### src/rtl/pattern_scan_ctrl_pkg.sv
// Shared encodings for the pattern scan controller and its serial 010111 detector.
package pattern_scan_ctrl_pkg;

    typedef enum logic [1:0] {
        ST_IDLE  = 2'd0,
        ST_SHIFT = 2'd1,
        ST_FLUSH = 2'd2,
        ST_DONE  = 2'd3
    } ctrl_state_e;

    // Detector states: the name is the length of the pattern prefix matched so far.
    localparam logic [2:0] S0 = 3'd0;
    localparam logic [2:0] S1 = 3'd1;
    localparam logic [2:0] S2 = 3'd2;
    localparam logic [2:0] S3 = 3'd3;
    localparam logic [2:0] S4 = 3'd4;
    localparam logic [2:0] S5 = 3'd5;
    localparam logic [2:0] S6 = 3'd6;

    localparam int PATTERN_LEN = 6;

endpackage

### src/rtl/pattern_scan_ctrl_seq_det.sv
// Moore detector for the serial pattern 010111; hit is asserted while in S6.
module seq_det
    import pattern_scan_ctrl_pkg::*;
(
    input  logic clock,
    input  logic reset,
    input  logic clear,
    input  logic en,
    input  logic bit_in,
    output logic hit
);

    logic [2:0] state;
    logic [2:0] state_nxt;

    always_ff @(posedge clock) begin
        if (reset || clear) state <= S0;
        else if (en)        state <= state_nxt;
    end

    always_comb begin
        state_nxt = S0;
        case (state)
            S0:      state_nxt = bit_in ? S0 : S1;
            S1:      state_nxt = bit_in ? S2 : S1;
            S2:      state_nxt = bit_in ? S0 : S3;
            S3:      state_nxt = bit_in ? S4 : S1;
            S4:      state_nxt = bit_in ? S5 : S3;
            S5:      state_nxt = bit_in ? S6 : S1;
            S6:      state_nxt = bit_in ? S0 : S1;
            default: state_nxt = S0;
        endcase
    end

    assign hit = (state == S6);

endmodule

### src/rtl/pattern_scan_ctrl.sv
// Round-robin front end that serializes a requester's word into the shared
// detector and reports the saturating hit count with a one-cycle done pulse.
module pattern_scan_ctrl
    import pattern_scan_ctrl_pkg::*;
#(
    parameter int WIDTH = 8,
    parameter int CNT_W = 4
) (
    input  logic             clock,
    input  logic             reset,
    input  logic [1:0]       req,
    input  logic [WIDTH-1:0] data0,
    input  logic [WIDTH-1:0] data1,
    output logic [1:0]       ack,
    output logic             busy,
    output logic             done,
    output logic             done_id,
    output logic [CNT_W-1:0] match_cnt,
    output logic             match_any
);

    localparam int BC_W = $clog2(WIDTH + 1);
    localparam logic [BC_W-1:0] LAST_BIT = BC_W'(WIDTH - 1);

    ctrl_state_e      state, state_nxt;
    logic [WIDTH-1:0] sreg;
    logic [BC_W-1:0]  bit_cnt;
    logic [CNT_W-1:0] work_cnt, cnt_inc;
    logic             favor;
    logic             grant_id;
    logic             cur_id;
    logic             det_clear, det_en, det_hit;

    // favor names the requester that wins a tie; it flips away from each grantee.
    always_comb begin
        grant_id = req[1];
        if (req == 2'b11) grant_id = favor;
    end

    assign cnt_inc = (det_hit && (work_cnt != '1)) ? work_cnt + CNT_W'(1) : work_cnt;

    always_ff @(posedge clock) begin
        if (reset) state <= ST_IDLE;
        else       state <= state_nxt;
    end

    always_comb begin
        state_nxt = state;
        det_clear = 1'b0;
        det_en    = 1'b0;
        case (state)
            ST_IDLE: begin
                if (|req) begin
                    state_nxt = ST_SHIFT;
                    det_clear = 1'b1;
                end
            end
            ST_SHIFT: begin
                det_en = 1'b1;
                if (bit_cnt == LAST_BIT) state_nxt = ST_FLUSH;
            end
            ST_FLUSH: state_nxt = ST_DONE;
            ST_DONE:  state_nxt = ST_IDLE;
            default:  state_nxt = ST_IDLE;
        endcase
    end

    always_ff @(posedge clock) begin
        if (reset) begin
            favor     <= 1'b0;
            cur_id    <= 1'b0;
            sreg      <= '0;
            bit_cnt   <= '0;
            work_cnt  <= '0;
            ack       <= 2'b00;
            busy      <= 1'b0;
            done      <= 1'b0;
            done_id   <= 1'b0;
            match_cnt <= '0;
            match_any <= 1'b0;
        end else begin
            ack  <= 2'b00;
            done <= 1'b0;
            case (state)
                ST_IDLE: begin
                    if (|req) begin
                        ack      <= grant_id ? 2'b10 : 2'b01;
                        busy     <= 1'b1;
                        favor    <= ~grant_id;
                        cur_id   <= grant_id;
                        sreg     <= grant_id ? data1 : data0;
                        bit_cnt  <= '0;
                        work_cnt <= '0;
                    end
                end
                ST_SHIFT: begin
                    sreg     <= {sreg[WIDTH-2:0], 1'b0};
                    bit_cnt  <= bit_cnt + BC_W'(1);
                    work_cnt <= cnt_inc;
                end
                // Final count includes a hit produced by the last shifted bit.
                ST_FLUSH: begin
                    work_cnt  <= cnt_inc;
                    done      <= 1'b1;
                    done_id   <= cur_id;
                    match_cnt <= cnt_inc;
                    match_any <= (cnt_inc != '0);
                end
                ST_DONE: busy <= 1'b0;
                default: ;
            endcase
        end
    end

    seq_det u_det (
        .clock  (clock),
        .reset  (reset),
        .clear  (det_clear),
        .en     (det_en),
        .bit_in (sreg[WIDTH-1]),
        .hit    (det_hit)
    );

endmodule

### config.mk
export PLATFORM = sky130hd
export DESIGN_NAME = pattern_scan_ctrl
export DESIGN_NICKNAME = d
export VERILOG_FILES = /design/src/rtl/pattern_scan_ctrl_pkg.sv /design/src/rtl/pattern_scan_ctrl_seq_det.sv /design/src/rtl/pattern_scan_ctrl.sv
export SDC_FILE = /design/constraint.sdc
export NUM_CORES = 1
export LEC_CHECK = 0
export ABC_AREA = 1
export BUFFER_PORTS_ARGS = -buffer_cell sky130_fd_sc_hd__buf_2
export CAP_MARGIN = 20
export CORE_MARGIN = 3
export CORE_UTILIZATION = 59
export CTS_BUF_LIST = sky130_fd_sc_hd__clkbuf_16
export CTS_CLUSTER_SIZE = 10
export DETAILED_ROUTE_END_ITERATION = 8
export GPL_TIMING_DRIVEN = 0
export PLACE_DENSITY = 0.92
export RECOVER_POWER = 100
export SLEW_MARGIN = 20
export SYNTH_ARGS = -nofsm -noshare
export SYNTH_HDL_FRONTEND = slang
export SYNTH_SLANG_ARGS = --single-unit
### constraint.sdc
create_clock -name clock -period 2.1 [get_ports clock]
set_input_delay 0 -clock clock [delete_from_list [all_inputs] [get_ports clock]]
set_output_delay 0 -clock clock [all_outputs]
set_load 0.01 [all_outputs]
# Yosys cells after proc, flatten, opt, wreduce, memory -nomap -nowiden
# Cells that the tools add are included.
# totals
register_bits,33
input_bits,20
output_inout_bits,10
wordCells,74
# op_classes
addsub,2
eq_ne,14
muxes,25
n_bitwise,3
n_reduce_logical,17
# op_table
cell,count
3-bit case mux with 6 select lines,1
8-bit two-way mux,2
4-bit case mux with 2 select lines,2
8-bit case mux with 2 select lines,1
2-bit two-way mux,5
2-bit AND reduction,5
3-bit == test (second input constant),3
3-bit two-way mux,3
4-bit by 1-bit adder with 4-bit output (second input constant),2
4-bit two-way mux,2
2-bit case mux with 4 select lines,1
1-bit two-way mux,7
2-bit == test (second input constant),3
3-bit by 2-bit == test with 1-bit output (second input constant),2
2-bit nonzero test,3
2-bit OR reduction,3
4-bit by 3-bit == test with 1-bit output (second input constant),1
2-bit != test (second input constant),2
4-bit != test (second input constant),1
4-bit nonzero test,1
3-bit by 1-bit == test with 1-bit output (second input constant),1
3-bit logical NOT,1
1-bit NOT,3
3-bit OR reduction,1
other kinds (5),5

# Depth between registers and ports, before layout
# depth
word_depth,5
ltp_mapped,9
ltp_nobuf,9

# Modules after synthesis
# From an unflattened synthesis, not the netlist that was laid out.
# hier_totals
hier_cells,240
hier_area_um2,1680.4
# by_module_without_submodules
module,instances,cells_each,area_per_inst_um2,seq_area_each_um2
pattern_scan_ctrl,1,211,1498.9,600.6
seq_det,1,29,181.4,60.1

# Worst setup path before layout
# Ideal clock, no wire load.
# synth_path
path_type,flip-flop to flip-flop
startpoint,register state[0]
endpoint,register favor
setup_ns,0.116
arrival_ns,1.241
required_time_ns,1.984
setup_slack_ns,0.742
stages_incl_launch_ff,8
synth_period_minus_slack_ns,1.358
cell_sequence,dfxtp_1 > inv_1 > ha_1 > o21ai_2 > inv_1 > nand2_1 > nor2_1 > a31o_2
# synth_between
elab_chain_cells,2
# synth_rtl
item,line_no,rtl
"start, declared",pattern_scan_ctrl.sv:25,"ctrl_state_e state, state_nxt;"
"start signal, assigned",pattern_scan_ctrl.sv:44,else state <= state_nxt;
2-bit logical NOT,pattern_scan_ctrl.sv:84,case (state)
2-bit AND reduction (no source line),n/a,
"end signal, assigned",pattern_scan_ctrl.sv:89,favor <= ~grant_id;
"end, declared",pattern_scan_ctrl.sv:29,logic favor;
# No other way between the ends.
# A chain may end at the register's enable or synchronous reset.

# Worst setup path in the final report
# layout_path
startpoint,register state[1]
endpoint,register sreg[5]
# layout_between
elab_chain_cells,3
word_cells_on_any_way,6
cone_classes,eq/ne (2); mux (1); reduce/logical (3)
# layout_rtl
item,line_no,rtl
2-bit by 1-bit == test with 1-bit output / 2-bit logical NOT (equally long branches),pattern_scan_ctrl.sv:84,
2-bit nonzero test (no source line) / 2-bit != test (equally long branches),n/a,
2-bit AND reduction (no source line),n/a,
"end signal, assigned",pattern_scan_ctrl.sv:91,sreg <= grant_id ? data1 : data0;
"end signal, assigned",pattern_scan_ctrl.sv:97,"sreg <= {sreg[WIDTH-2:0], 1'b0};"
"end, declared",pattern_scan_ctrl.sv:26,logic [WIDTH-1:0] sreg;
# Several ways; a longest one is shown, not always the timed one.

==> summary.md <==
| Metric | Value |
|---|---|
| Req. time, crit path | `2.26 ns` |
| Max incr delay on CP | `0.34 ns` |
| CP startpoint | `state[1]` |
| Hpwl dp | `2863 um` |
| CP Cell Sequence | `inv_1 > ha_1 > o21ai_0 > o21ai_4 > inv_4 > a21oi_1 > a21oi_1` |
| Setup Crit Path Kind | `flop to flop` |
| #FFs+latches synth | `33` |
| Most frequent CP cell | `a21oi_1` |
| Io pins | `30` |
| Placed insts | `between 200 and 300` |
| Slew Viols, Final | `0` |
| Worst hold path class | `input port to flop` |
| Final layout net count | `293` |
| Mapped Cells | `230` |
| Worst Min Path Start | `data0[0]` |
| Final ANT Viol Nets | `0` |
| CTS tree | `done` |
| Clock latency at the later pin of the worst-skew pair | `0.28 ns` |
| Final WL | `4162 um` |
| Number of port buffers | `29` |
| Floorplan core area | `0.002613 mm^2` |
| Synthesis-to-finish area growth | `16.73%` |
| Ys Warns | `0` |
| PwrDens | `1293 mW/mm^2` |
| Hold Vio Cnt, Final | `0` |
| CTS H-tree depth | `2` |
| Die Y | `a little under 60 um` |
| Placed instance area | `0.001881 mm^2` |
| Final Critical Period | `1.764 ns` |
| Count of final setup violators | `0` |
| CTS Buffer Depth | `2` |
| Top cell type's share of synthesized area | `0.3891` |
| Cell row count | `18` |
| CP max FO | `10` |
| Setup Buffers After CTS | `0` |
| Worst Tran Pin Value | `~0.74 ns` |
| Leak | `0.8810 nW` |
| Synth cell types | `33` |
| DIE AREA | `0.003558 mm^2` |
| Initial antenna violation count | `0` |
| Area contributors post-synth | `dfxtp_1 39%, nand2_1 8.4%, a21oi_1 7.1%` |
| Grt ovf | `0` |
| Number of DRC markers in iteration 0 | `134` |
| Critical-path top delay cell | `dfxtp_1` |
| Dominant synthesized flop cell | `dfxtp_1` |
| Worst setup SP type | `flop` |
| CTS clock-pin slew for the worst setup and hold paths | `0.05 ns` |
| Vias | `1691` |
| CP endpoint kind | `flop` |
| Hold_buf cts | `0` |
| Final std cells w/o fill | `297` |
| Routed WL per cell | `14.01 um` |
| Net count after synthesis | `between 200 and 300` |
| Layout Skew | `0.005795 ns` |
| Antenna Cells | `0` |
| Post-synth EDFFs | `0` |
| Synth async-reset ratio | `0` |
| Starting Density | `0.6499` |
| Sequential-to-total area share from yosys stat | `0.3891` |
| Synth Area per Inst | `7.382 um^2` |
| Global-route wire length before repair | `between 6000 and 7000 um` |
| Layout cells sized above 1 | `0.1573` |
| Max-cap violation count | `0` |
| WP data arrival | `1.93 ns` |
| DR pass1 iterations | `5` |
| RD Place Congestion | `0.8750` |
| Slew margin rel. | `0.5003` |
| RR Startpoint | `state[1]` |
| Final period util | `0.8398` |
| Outcome | `completed` |
| DIE WIDTH | `59.65 um` |
| Area leader, netlist | `dfxtp_1` |
| Vias in the first global route | `1657` |
| RSZ-0062 raised after global routing | `no` |
| Remaining DRCs | `0` |
| Worst IR Drop VDD | `between 0.001 and 0.0015 V` |
| Post_cts resized | `0` |
| GR Util All Layers | `0.2620` |
| CTS buffer count | `5` |
| CTS Root Cell | `clkbuf_16` |
| Pin count of the biggest net entering global routing | `11` |
| Vias/cell | `5.694` |
| Setup TNS | `0 ns` |
| Clock Sinks | `33` |
| F_max | `567.0 MHz` |
| Cell Area, Synth | `0.001698 mm^2` |
| Finished Cell Area | `0.001982 mm^2` |
-- critical path, delay by kind of cell, from the launching register on --
family / cells / cell delay (ns)
AO/OA/AOI/OAI: 4 / 0.81
buffers and inverters: 2 / 0.24
adder cells (fa/ha/maj): 1 / 0.26
flip-flops: 1 / 0.34
-- flip-flops by register name, indices dropped and copies added, names as in the netlist, 2 cells and up --
register	cells
match_cnt	4
bit_cnt	4
u_det.state	3
ack	2
sreg	8
state	2
work_cnt	4
-- layout make-up --
class / instances / area [um^2]
clock inverter: 3 / 13.76
sequential: 33 / 660.6
tap: 30 / 37.54
timing repair buffer: 29 / 132.6
multi-input combinational: 160 / 862.1
clock buffer: 5 / 125.1
inverter: 31 / 118.9
buffer: 6 / 31.28
fill: 205 / 630.6
-- power breakdown --
group | switching, mW | internal [mW] | total, mW | leakage (nW)
Sequential | 0.122 | 0.803 | 0.925 | 0.270
Combinational | 0.630 | 0.324 | 0.954 | 0.536
Clock | 0.254 | 0.429 | 0.684 | 0.0748
-- cells by family (layout without fill, tap and decap cells) --
group	count (synthesis)	count (layout)	synth area share
compound gates	63	63	0.2226
xor+xnor	1	1	0.005159
fa+ha+maj	7	7	0.05158
buf+inv	37	74	0.09285
flops	33	33	0.3891
simple gates	89	89	0.2388
-- Yosys cell counts, drive strengths merged, types with 2 or more instances --
cell type,number
o21ai,23
a211oi,2
or2,7
a21oi,25
nand2,39
nor2,26
dfxtp,33
buf,4
inv,31
ha,7
nand3,14
o211ai,8
clkbuf,2
nand4,2
-- final timing paths --
check,slack [ns],depth (start not counted),endpoint
max reg2reg,0.34,7,sreg[5]
max,0.34,7,sreg[5]
min reg2reg,0.47,2,done_id
min,0.03,3,sreg[0]
-- layout by cell type, fill, tap and decap left out --
master / count
nand3_2: 1
ha_1: 7
inv_2: 2
nor3b_1: 1
clkbuf_16: 5
xor2_1: 1
or2_2: 2
nand4_1: 2
nand3_1: 13
or2_1: 5
clkbuf_1: 13
a21oi_1: 25
o21ai_4: 1
o21ai_2: 2
a31o_2: 1
o21ai_0: 20
a31oi_1: 1
clkinv_2: 2
buf_2: 20
nand2_1: 38
nand2_2: 1
nor2_1: 24
buf_4: 2
o211ai_1: 8
a21boi_0: 1
a211oi_1: 2
inv_4: 1
o22ai_1: 1
nor2_2: 1
nor2_4: 1
inv_1: 29
o31ai_1: 1
dfxtp_1: 33
-- per-stage QoR --
step                hold WS (ns)  worst slack (ns)  total power [mW]  utilization
CTS                      0.03475            0.4718             2.590       0.7730
floorplan                 0.1595            0.7424             1.625            -
finish                   0.03480            0.3364             2.562       0.7586
detailed placement        0.3174            0.4982             1.889       0.7198
global route             0.04992            0.2148             2.738       0.7586
global placement          0.3103            0.5413             1.843       0.7198
-- per-layer routing --
layer  share of wire  track usage  wire, um
met1            0.43       0.3226      1792
met2            0.48       0.4182      2012
met3           0.071      0.07190       295
met4           0.015       0.1266        62
met5               0            0         0
Note: power is estimated with default switching activity, not from simulation.
